<file path="src/rtl/ram_wt.sv">
// ram_wt: eight-word write-stage register file plus one memory-mapped output port with valid/ack handshake.
// Define RAM_WT_IO_OVR_EN to add the sticky IO64_OVR overrun flag.
module ram_wt #(
   parameter logic [7:0] IO_ADDR = 8'h40
) (
   input  logic        CLK_WT,
   input  logic        RESET_N,
   input  logic        RAM_WEN,
   input  logic [7:0]  RAM_AD_IN,
   input  logic [15:0] RAM_IN,
   input  logic        IO64_ACK,
   output logic [15:0] RAM_0,
   output logic [15:0] RAM_1,
   output logic [15:0] RAM_2,
   output logic [15:0] RAM_3,
   output logic [15:0] RAM_4,
   output logic [15:0] RAM_5,
   output logic [15:0] RAM_6,
   output logic [15:0] RAM_7,
   output logic [15:0] IO64_OUT,
`ifdef RAM_WT_IO_OVR_EN
   output logic        IO64_OVR,
`endif
   output logic        IO64_VALID
);

   typedef enum logic {
      S_IDLE = 1'b0,
      S_PEND = 1'b1
   } state_t;

   state_t      r_state;
   logic [15:0] r_io_out;
   logic        r_io_valid;
   logic        w_ram_wr;
   logic        w_io_wr;

   // Only addresses 0..7 reach the word file; the upper bits must be zero so nothing aliases.
   assign w_ram_wr = RAM_WEN && (RAM_AD_IN[7:3] == 5'd0);
   assign w_io_wr  = RAM_WEN && (RAM_AD_IN == IO_ADDR);

   genvar gi;
   generate
      for (gi = 0; gi < 8; gi++) begin : g_word
         logic [15:0] r_word;
         always_ff @(posedge CLK_WT or negedge RESET_N) begin
            if (!RESET_N) begin
               r_word <= 16'h0000;
            end else if (w_ram_wr && (RAM_AD_IN[2:0] == 3'(gi))) begin
               r_word <= RAM_IN;
            end
         end
      end
   endgenerate

   assign RAM_0 = g_word[0].r_word;
   assign RAM_1 = g_word[1].r_word;
   assign RAM_2 = g_word[2].r_word;
   assign RAM_3 = g_word[3].r_word;
   assign RAM_4 = g_word[4].r_word;
   assign RAM_5 = g_word[5].r_word;
   assign RAM_6 = g_word[6].r_word;
   assign RAM_7 = g_word[7].r_word;

`ifdef RAM_WT_IO_OVR_EN
   logic r_io_ovr;
`endif

   always_ff @(posedge CLK_WT or negedge RESET_N) begin
      if (!RESET_N) begin
         r_state    <= S_IDLE;
         r_io_out   <= 16'h0000;
         r_io_valid <= 1'b0;
`ifdef RAM_WT_IO_OVR_EN
         r_io_ovr   <= 1'b0;
`endif
      end else begin
         case (r_state)
            S_IDLE: begin
               if (w_io_wr) begin
                  r_state    <= S_PEND;
                  r_io_out   <= RAM_IN;
                  r_io_valid <= 1'b1;
               end
            end
            S_PEND: begin
               if (w_io_wr) begin
                  // A write in the same cycle as ack replaces a retired word, so it is not an overrun.
                  r_io_out <= RAM_IN;
`ifdef RAM_WT_IO_OVR_EN
                  if (!IO64_ACK) begin
                     r_io_ovr <= 1'b1;
                  end
`endif
               end else if (IO64_ACK) begin
                  r_state    <= S_IDLE;
                  r_io_valid <= 1'b0;
               end
            end
            default: begin
               r_state    <= S_IDLE;
               r_io_valid <= 1'b0;
            end
         endcase
      end
   end

   assign IO64_OUT   = r_io_out;
   assign IO64_VALID = r_io_valid;
`ifdef RAM_WT_IO_OVR_EN
   assign IO64_OVR   = r_io_ovr;
`endif

endmodule

</file>
<file path="config.mk">
export PLATFORM = sky130hd
export DESIGN_NAME = ram_wt
export DESIGN_NICKNAME = d
export VERILOG_FILES = /design/src/rtl/ram_wt.sv
export SDC_FILE = /design/constraint.sdc
export NUM_CORES = 1
export LEC_CHECK = 0
export ABC_AREA = 1
export BUFFER_PORTS_ARGS = -buffer_cell sky130_fd_sc_hd__buf_2
export CORE_MARGIN = 5
export CORE_UTILIZATION = 37
export CTS_BUF_LIST = sky130_fd_sc_hd__clkbuf_4
export DETAILED_ROUTE_END_ITERATION = 12
export PLACE_DENSITY = 0.69
export SLEW_MARGIN = 20
export SYNTH_ARGS = -nofsm -noshare
export SYNTH_HDL_FRONTEND = slang
export SYNTH_SLANG_ARGS = --single-unit
</file>
<file path="constraint.sdc">
create_clock -name CLK_WT -period 2.5 [get_ports CLK_WT]
set_input_delay 0.5 -clock CLK_WT [delete_from_list [all_inputs] [get_ports CLK_WT]]
set_output_delay 0.5 -clock CLK_WT [all_outputs]
set_load 0.02 [all_outputs]
</file>
==> flow_metrics.env, run 1 <==
export IMPL_outcome="completed"
export IMPL_antenna_left=0
export IMPL_cts_root_buf="clkbuf_4"
export IMPL_nNetsFinal=720
export IMPL_setup_violations=0
export IMPL_wire_per_inst_um=17.59
export IMPL_syn_area_um2=5266
export IMPL_hold_class="in -> reg"
export IMPL_detail_route_vias_per_cell=4.820
export IMPL_grt_max_degree=67
export IMPL_antenna_found_initial=2
export IMPL_path_cells="buf_2"
export IMPL_n_antenna_cell=0
export IMPL_rr_startpoint="r_state"
export IMPL_fin_crit_sh_pct=65.13
export IMPL_fin_ws_ns=0.8717
export IMPL_syn2layout_area_growth_pct=25.33
export IMPL_synth_cell_type_count=12
export IMPL_required_ns=2.00
export IMPL_leakagePower_uw=0.003636
export IMPL_finalPower_uw=4517
export IMPL_drv_slew=0
export IMPL_clkTransAtPathRegs_ns=0.12
export IMPL_syn_num_nets=546
export IMPL_crit_arrival_ns=1.13
export IMPL_max_freq_ghz=0.6142
export IMPL_pre_cts_slack_ns=0.3967
export IMPL_dieArea_um2=16720
export IMPL_ys_seq_area_share_pct=69.38
export IMPL_cts_hold_buffers=1
export IMPL_yosysWarningCount=0
export IMPL_hold_end="r_state"
export IMPL_rr_worst_depth=5
export IMPL_critPathBufInv=1
export IMPL_worst_path_max_fanout=2
export IMPL_tightest_slew_ns=0.8709
export IMPL_yosys_area_top_type="dfrtp_1"
export IMPL_post_place_cells=852
export IMPL_final_cells=885
export IMPL_start_kind="flip-flop"
export IMPL_skew_ns=0.00002304
export IMPL_initial_core_util_pct=37.79
export IMPL_relSlewSlack_pct=41.80
export IMPL_cp_depth=1
export IMPL_syn_inst=518
export IMPL_gp_congestion=0.7684
export IMPL_htreeDepth=4
export IMPL_io_pins=173
export IMPL_power_density_nw_per_um2=684.4
export IMPL_totalWireLength_mm=15.56
export IMPL_synth_seq_cells=146
export IMPL_critPathTopFamily="flip-flops"
export IMPL_grt_pass1_wl_mm=24.09
export IMPL_clockBufferDepth=2
export IMPL_gr_total_overflow=0
export IMPL_synth_top_area_share_pct=69.38
export IMPL_rsz0062_at_grt="false"
export IMPL_min_path_cells=3
export IMPL_ir_drop_v=0.0003194
export IMPL_path_class="reg -> out"
export IMPL_syn_avg_cell_area_um2=10.17
export IMPL_fin_crit_ns=1.628
export IMPL_cts_setup_buffers=0
export IMPL_drtIter0Drc=315
export IMPL_synth_area_leaders="dfrtp_1 69%, o21ai_0 13%, nand2_1 12%, buf_2 1.7%, inv_1 1.6%"
export IMPL_cts_tree="built"
export IMPL_vias=4266
export IMPL_numCtsBuffers=17
export IMPL_io_buffer_count=172
export IMPL_core_um2=13930
export IMPL_worstSetupEndpointType="output port"
export IMPL_dr_pass1_iters=5
export IMPL_cts_sinks=146
export IMPL_grtUsageTotal_pct=19.44
export IMPL_hold_violations=0
export IMPL_r2r_end="IO64_VALID"
export IMPL_clk_latency_ns=0.53
export IMPL_cap_violations=0
export IMPL_dp_hpwl_mm=10.79
export IMPL_drive_gt1_share_pct=29.65
export IMPL_die_h_um=129.3
export IMPL_rows=43
export IMPL_slowest_delay_ns=0.42
export IMPL_rrSetupSlack_ns=1.61
export IMPL_setup_tns_ns=0
export IMPL_slowest_stage="dfrtp_1"
export IMPL_worstHoldStart="IO64_ACK"
export IMPL_remaining_drc_errors=0
export IMPL_die_width_um=129.3
export IMPL_grt_pass1_vias=4228
export IMPL_cts_resized=0
==> layer usage <==
layer	global-route usage (%)	vias up	wire (um)
met5	0	-	14
met4	6.424	4	206
met3	7.667	20	1552
met2	32.26	160	7760
met1	23.26	2062	6030
li1	-	2020	-
==> final cells by class <==
cell class | count | area [um2]
fill | 1360 | 7335
sequential | 146 | 3654
multi-input combinational | 323 | 1406
timing repair buffer | 182 | 957.2
tap | 180 | 225.2
clock inverter | 15 | 147.6
clock buffer | 17 | 127.6
inverter | 22 | 82.58
==> worst register-to-register path, cell delays in order, from the launching register on <==
cell and delay (ns):
dfrtp_1 0.34, inv_1 0.04, or2_2 0.26, nand2_1 0.09
nand2_1 0.05, nand2_1 0.06
==> stage by stage <==
stage	area, um2	hold WS [ns]	util [%]
6_report	6600	0.2303	47.36
5_1_grt	6600	0.2040	47.36
4_1_cts	6600	0.1727	47.36
3_5_place_dp	6315	0.4620	45.32
3_3_place_gp	6315	0.4517	45.32
2_1_floorplan	5266	0.2044	-
==> synth_stat cells <==
| master | n |
|---|---|
| nor2_4 | 1 |
| buf_2 | 18 |
| inv_1 | 22 |
| nand2_1 | 164 |
| or2_2 | 1 |
| dfrtp_1 | 146 |
| and2_1 | 1 |
| o21ai_1 | 3 |
| nand3_1 | 1 |
| o21ai_0 | 141 |
| clkbuf_1 | 9 |
| nor2_1 | 11 |
==> worst max path at each step <==
stage | startpoint | end | slack [ns]
finish | IO64_OUT[14] | IO64_OUT[14] | 0.87
global route | RAM_5[14] | RAM_5[14] | 0.80
CTS | RAM_5[0] | RAM_5[0] | 0.81
detailed placement | RAM_AD_IN[3] | RAM_0[5] | 0.40
global placement | RAM_AD_IN[4] | RAM_0[12] | 0.51
floorplan | RAM_AD_IN[4] | RAM_1[10] | 1.13
==> power by group <==
group          leakage [uW]  switching, uW  total (uW)  internal, uW
sequential          0.00201           66.4        2540          2470
clock              0.000146            807        1470           665
combinational       0.00148            360         507           147
==> cells in the final DEF (no fill, tap or decap) <==
cell type      synthesis  layout
buf_6                  0       1
o21ai_0              141     141
buf_12                 0       1
dlygate4sd3_1          0       1
or2_2                  1       1
buf_4                  0       8
clkinvlp_4             0       2
clkinv_1               0       6
clkbuf_4               0      17
nand3_1                1       1
nor2_4                 1       1
clkinv_2               0       4
nand2_1              164     164
dfrtp_1              146     146
bufinv_16              0       3
o21ai_1                3       3
inv_1                 22      22
nor2_1                11      11
buf_2                 18     171
and2_1                 1       1
==> logic make-up (layout without fill, tap and decap cells) <==
logic type | Yosys count | in the layout | share of synthesized area, %
buffers and inverters | 49 | 236 | 3.920
DFF | 146 | 146 | 69.38
and+or+nand+nor | 179 | 179 | 13.02
AOI/OAI and AO/OA | 144 | 144 | 13.68
No activity file was read; power rests on OpenSTA's default activity.
==> run 2, diff against run 1 <==
Settings changed: ABC_AREA 1 to 0, PLACE_DENSITY 0.69 to 0.71.
Clock period 2.5 ns to 1.4 ns, I/O delays scaled along.
==> flow_metrics.env, run 2 <==
export IMPL_outcome="completed"
export IMPL_ir_drop_v=0.0007044
export IMPL_worst_path_max_fanout=2
export IMPL_grt_pass1_wl_mm=24.16
export IMPL_cts_tree="built"
export IMPL_nNetsFinal=589
export IMPL_fin_crit_sh_pct=99.02
export IMPL_syn_num_nets=352
export IMPL_dp_hpwl_mm=10.31
export IMPL_setup_violations=0
export IMPL_fin_crit_ns=1.386
export IMPL_grt_max_degree=34
export IMPL_yosysWarningCount=0
export IMPL_crit_arrival_ns=1.11
export IMPL_synth_top_area_share_pct=65.99
export IMPL_syn_inst=324
export IMPL_tightest_slew_ns=0.5675
export IMPL_path_cells="buf_6"
export IMPL_drive_gt1_share_pct=71.95
export IMPL_numCtsBuffers=17
export IMPL_required_ns=1.12
export IMPL_dr_pass1_iters=4
export IMPL_dieArea_um2=17510
export IMPL_cts_root_buf="clkbuf_4"
export IMPL_synth_edff_count=0
export IMPL_ys_seq_area_share_pct=65.99
export IMPL_core_um2=14590
export IMPL_io_buffer_count=172
export IMPL_n_antenna_cell=0
export IMPL_hold_violations=0
export IMPL_drv_slew=0
export IMPL_synthTopCellsByCount="146 x dfrtp_1, 143 x mux2_2, 8 x buf_2, 8 x nand3_2"
export IMPL_relSlewSlack_pct=62.09
export IMPL_slowest_delay_ns=0.43
export IMPL_syn_area_um2=5537
export IMPL_die_width_um=132.3
export IMPL_yosys_area_top_type="dfrtp_1"
export IMPL_max_freq_ghz=0.7214
export IMPL_critPathTopFamily="flip-flops"
export IMPL_clkTransAtPathRegs_ns=0.13
export IMPL_power_density_nw_per_um2=990.5
export IMPL_leakagePower_uw=0.004390
export IMPL_grtUsageTotal_pct=17.64
export IMPL_die_h_um=132.3
export IMPL_rows=44
export IMPL_drtIter0Drc=69
export IMPL_hold_class="in -> reg"
export IMPL_slowest_stage="dfrtp_1"
export IMPL_clk_latency_ns=0.52
export IMPL_totalWireLength_mm=15.22
export IMPL_gp_congestion=0.7319
export IMPL_htreeDepth=4
export IMPL_antenna_found_initial=0
export IMPL_critPathBufInv=1
export IMPL_synth_most_common_cell="dfrtp_1"
export IMPL_mostFrequentLayoutCells="146 x dfrtp_1, 146 x buf_6, 143 x mux2_2"
export IMPL_synth_seq_cells=146
export IMPL_antenna_left=0
export IMPL_worstSetupEndpointType="output port"
export IMPL_cts_sinks=146
export IMPL_async_flop_share_pct=100.0
export IMPL_detail_route_vias_per_cell=4.922
export IMPL_rsz0062_at_grt="true"
export IMPL_synth_cell_type_count=19
export IMPL_path_class="reg -> out"
export IMPL_grt_pass1_vias=4201
export IMPL_syn_avg_cell_area_um2=17.09
export IMPL_vias=3731
export IMPL_finalPower_uw=8253
export IMPL_gr_total_overflow=0
export IMPL_clockBufferDepth=2
export IMPL_remaining_drc_errors=0
export IMPL_skew_ns=0.0002064
export IMPL_initial_core_util_pct=37.95
export IMPL_synth_ff_type="dfrtp_1"
export IMPL_hold_slack_ns=0.09036
export IMPL_wire_per_inst_um=20.08
export IMPL_start_kind="flip-flop"
export IMPL_io_pins=173
export IMPL_synth_area_leaders="dfrtp_1 66%, mux2_2 29%, nand3_2 1.4%, buf_2 0.72%, nor4b_2 0.54%"
export IMPL_syn2layout_area_growth_pct=50.49
export IMPL_cap_violations=0
==> run 2: cell types whose count changed in the layout (fill, tap and decap cells not counted), moves of 8 or more <==
| cell | before | now |
|---|---|---|
| buf_12 | 1 | 11 |
| buf_2 | 171 | 26 |
| buf_4 | 8 | 44 |
| buf_6 | 1 | 146 |
| inv_1 | 22 | 2 |
| mux2_2 | 0 | 143 |
| nand2_1 | 164 | 1 |
| nand3_2 | 0 | 8 |
| nor2_1 | 11 | 1 |
| o21ai_0 | 141 | 1 |
==> run 2: cell type report <==
cell class	instances	area, um2
fillers	1126	6257
flip-flops and latches	146	3654
repair buffers	229	2345
multi-input cells	165	1843
well taps	184	230.2
clock buffers	19	142.6
clock inverters	13	110.1
inverters	2	7.507
==> run 2: layer usage <==
| metal | share of wire (%) | track usage, % | vias to the layer above |
|---|---|---|---|
| met5 | 0 | 0 | - |
| met4 | 1.2 | 4.638 | 0 |
| met2 | 51 | 29.55 | 127 |
| li1 | - | - | 1651 |
| met1 | 40 | 20.73 | 1937 |
| met3 | 8.1 | 7.786 | 16 |
==> run 2: per-stage QoR <==
| stage | util, % | cells | area (um2) | setup TNS [ns] | setup slack (ns) |
|---|---|---|---|---|---|
| after detailed placement | 47.63 | 697 | 6949 | -26.57 | -0.2396 |
| after global placement | 47.63 | 697 | 6949 | -20.21 | -0.1860 |
| after floorplan | - | 324 | 5593 | -1.683 | -0.03694 |
| after CTS | 56.44 | 745 | 8234 | -2.766 | -0.04844 |
| final | 57.11 | 758 | 8332 | 0 | 0.01374 |
| after global routing | 57.11 | 758 | 8332 | -8.463 | -0.08621 |
==> run 2: cells by family (layout without fill, tap and decap cells) <==
family,count (synthesis),after routing,synth area share (%)
compound gates,3,3,0.3388
buf+inv,13,263,1.198
flops,146,146,65.99
mux,144,144,29.29
simple gates,18,18,3.186
==> run 2: what timing repair did <==
item / CTS / global route
buffers inserted: 14 / 13
endpoints found under the hold margin: 147 / 0
resized for setup: 290 / 0
setup endpoints to repair: 145 / 145
hold buffers: 2 / 0
==> run 2: final timing paths <==
kind / endpoint / slack [ns] / from / cells past startpoint
setup / recovery: RAM_5[7] / 0.01 / RAM_5[7] / 1
hold / removal: RAM_5[12] / 0.09 / RAM_IN[12] / 2
setup reg to reg: RAM_7[11] / 0.36 / RAM_7[11] / 3
hold reg to reg: IO64_VALID / 0.50 / r_state / 1
max in group asynchronous: RAM_6[7] / 0.67 / RESET_N / 3
min in group asynchronous: RAM_5[14] / 0.21 / RESET_N / 2
==> run 2: where the power goes <==
part           total, uW  switching (uW)  internal [uW]
clock               2440            1530            914
sequential          4580             159           4420
combinational       1240             602            634
total               8250            2290           5960
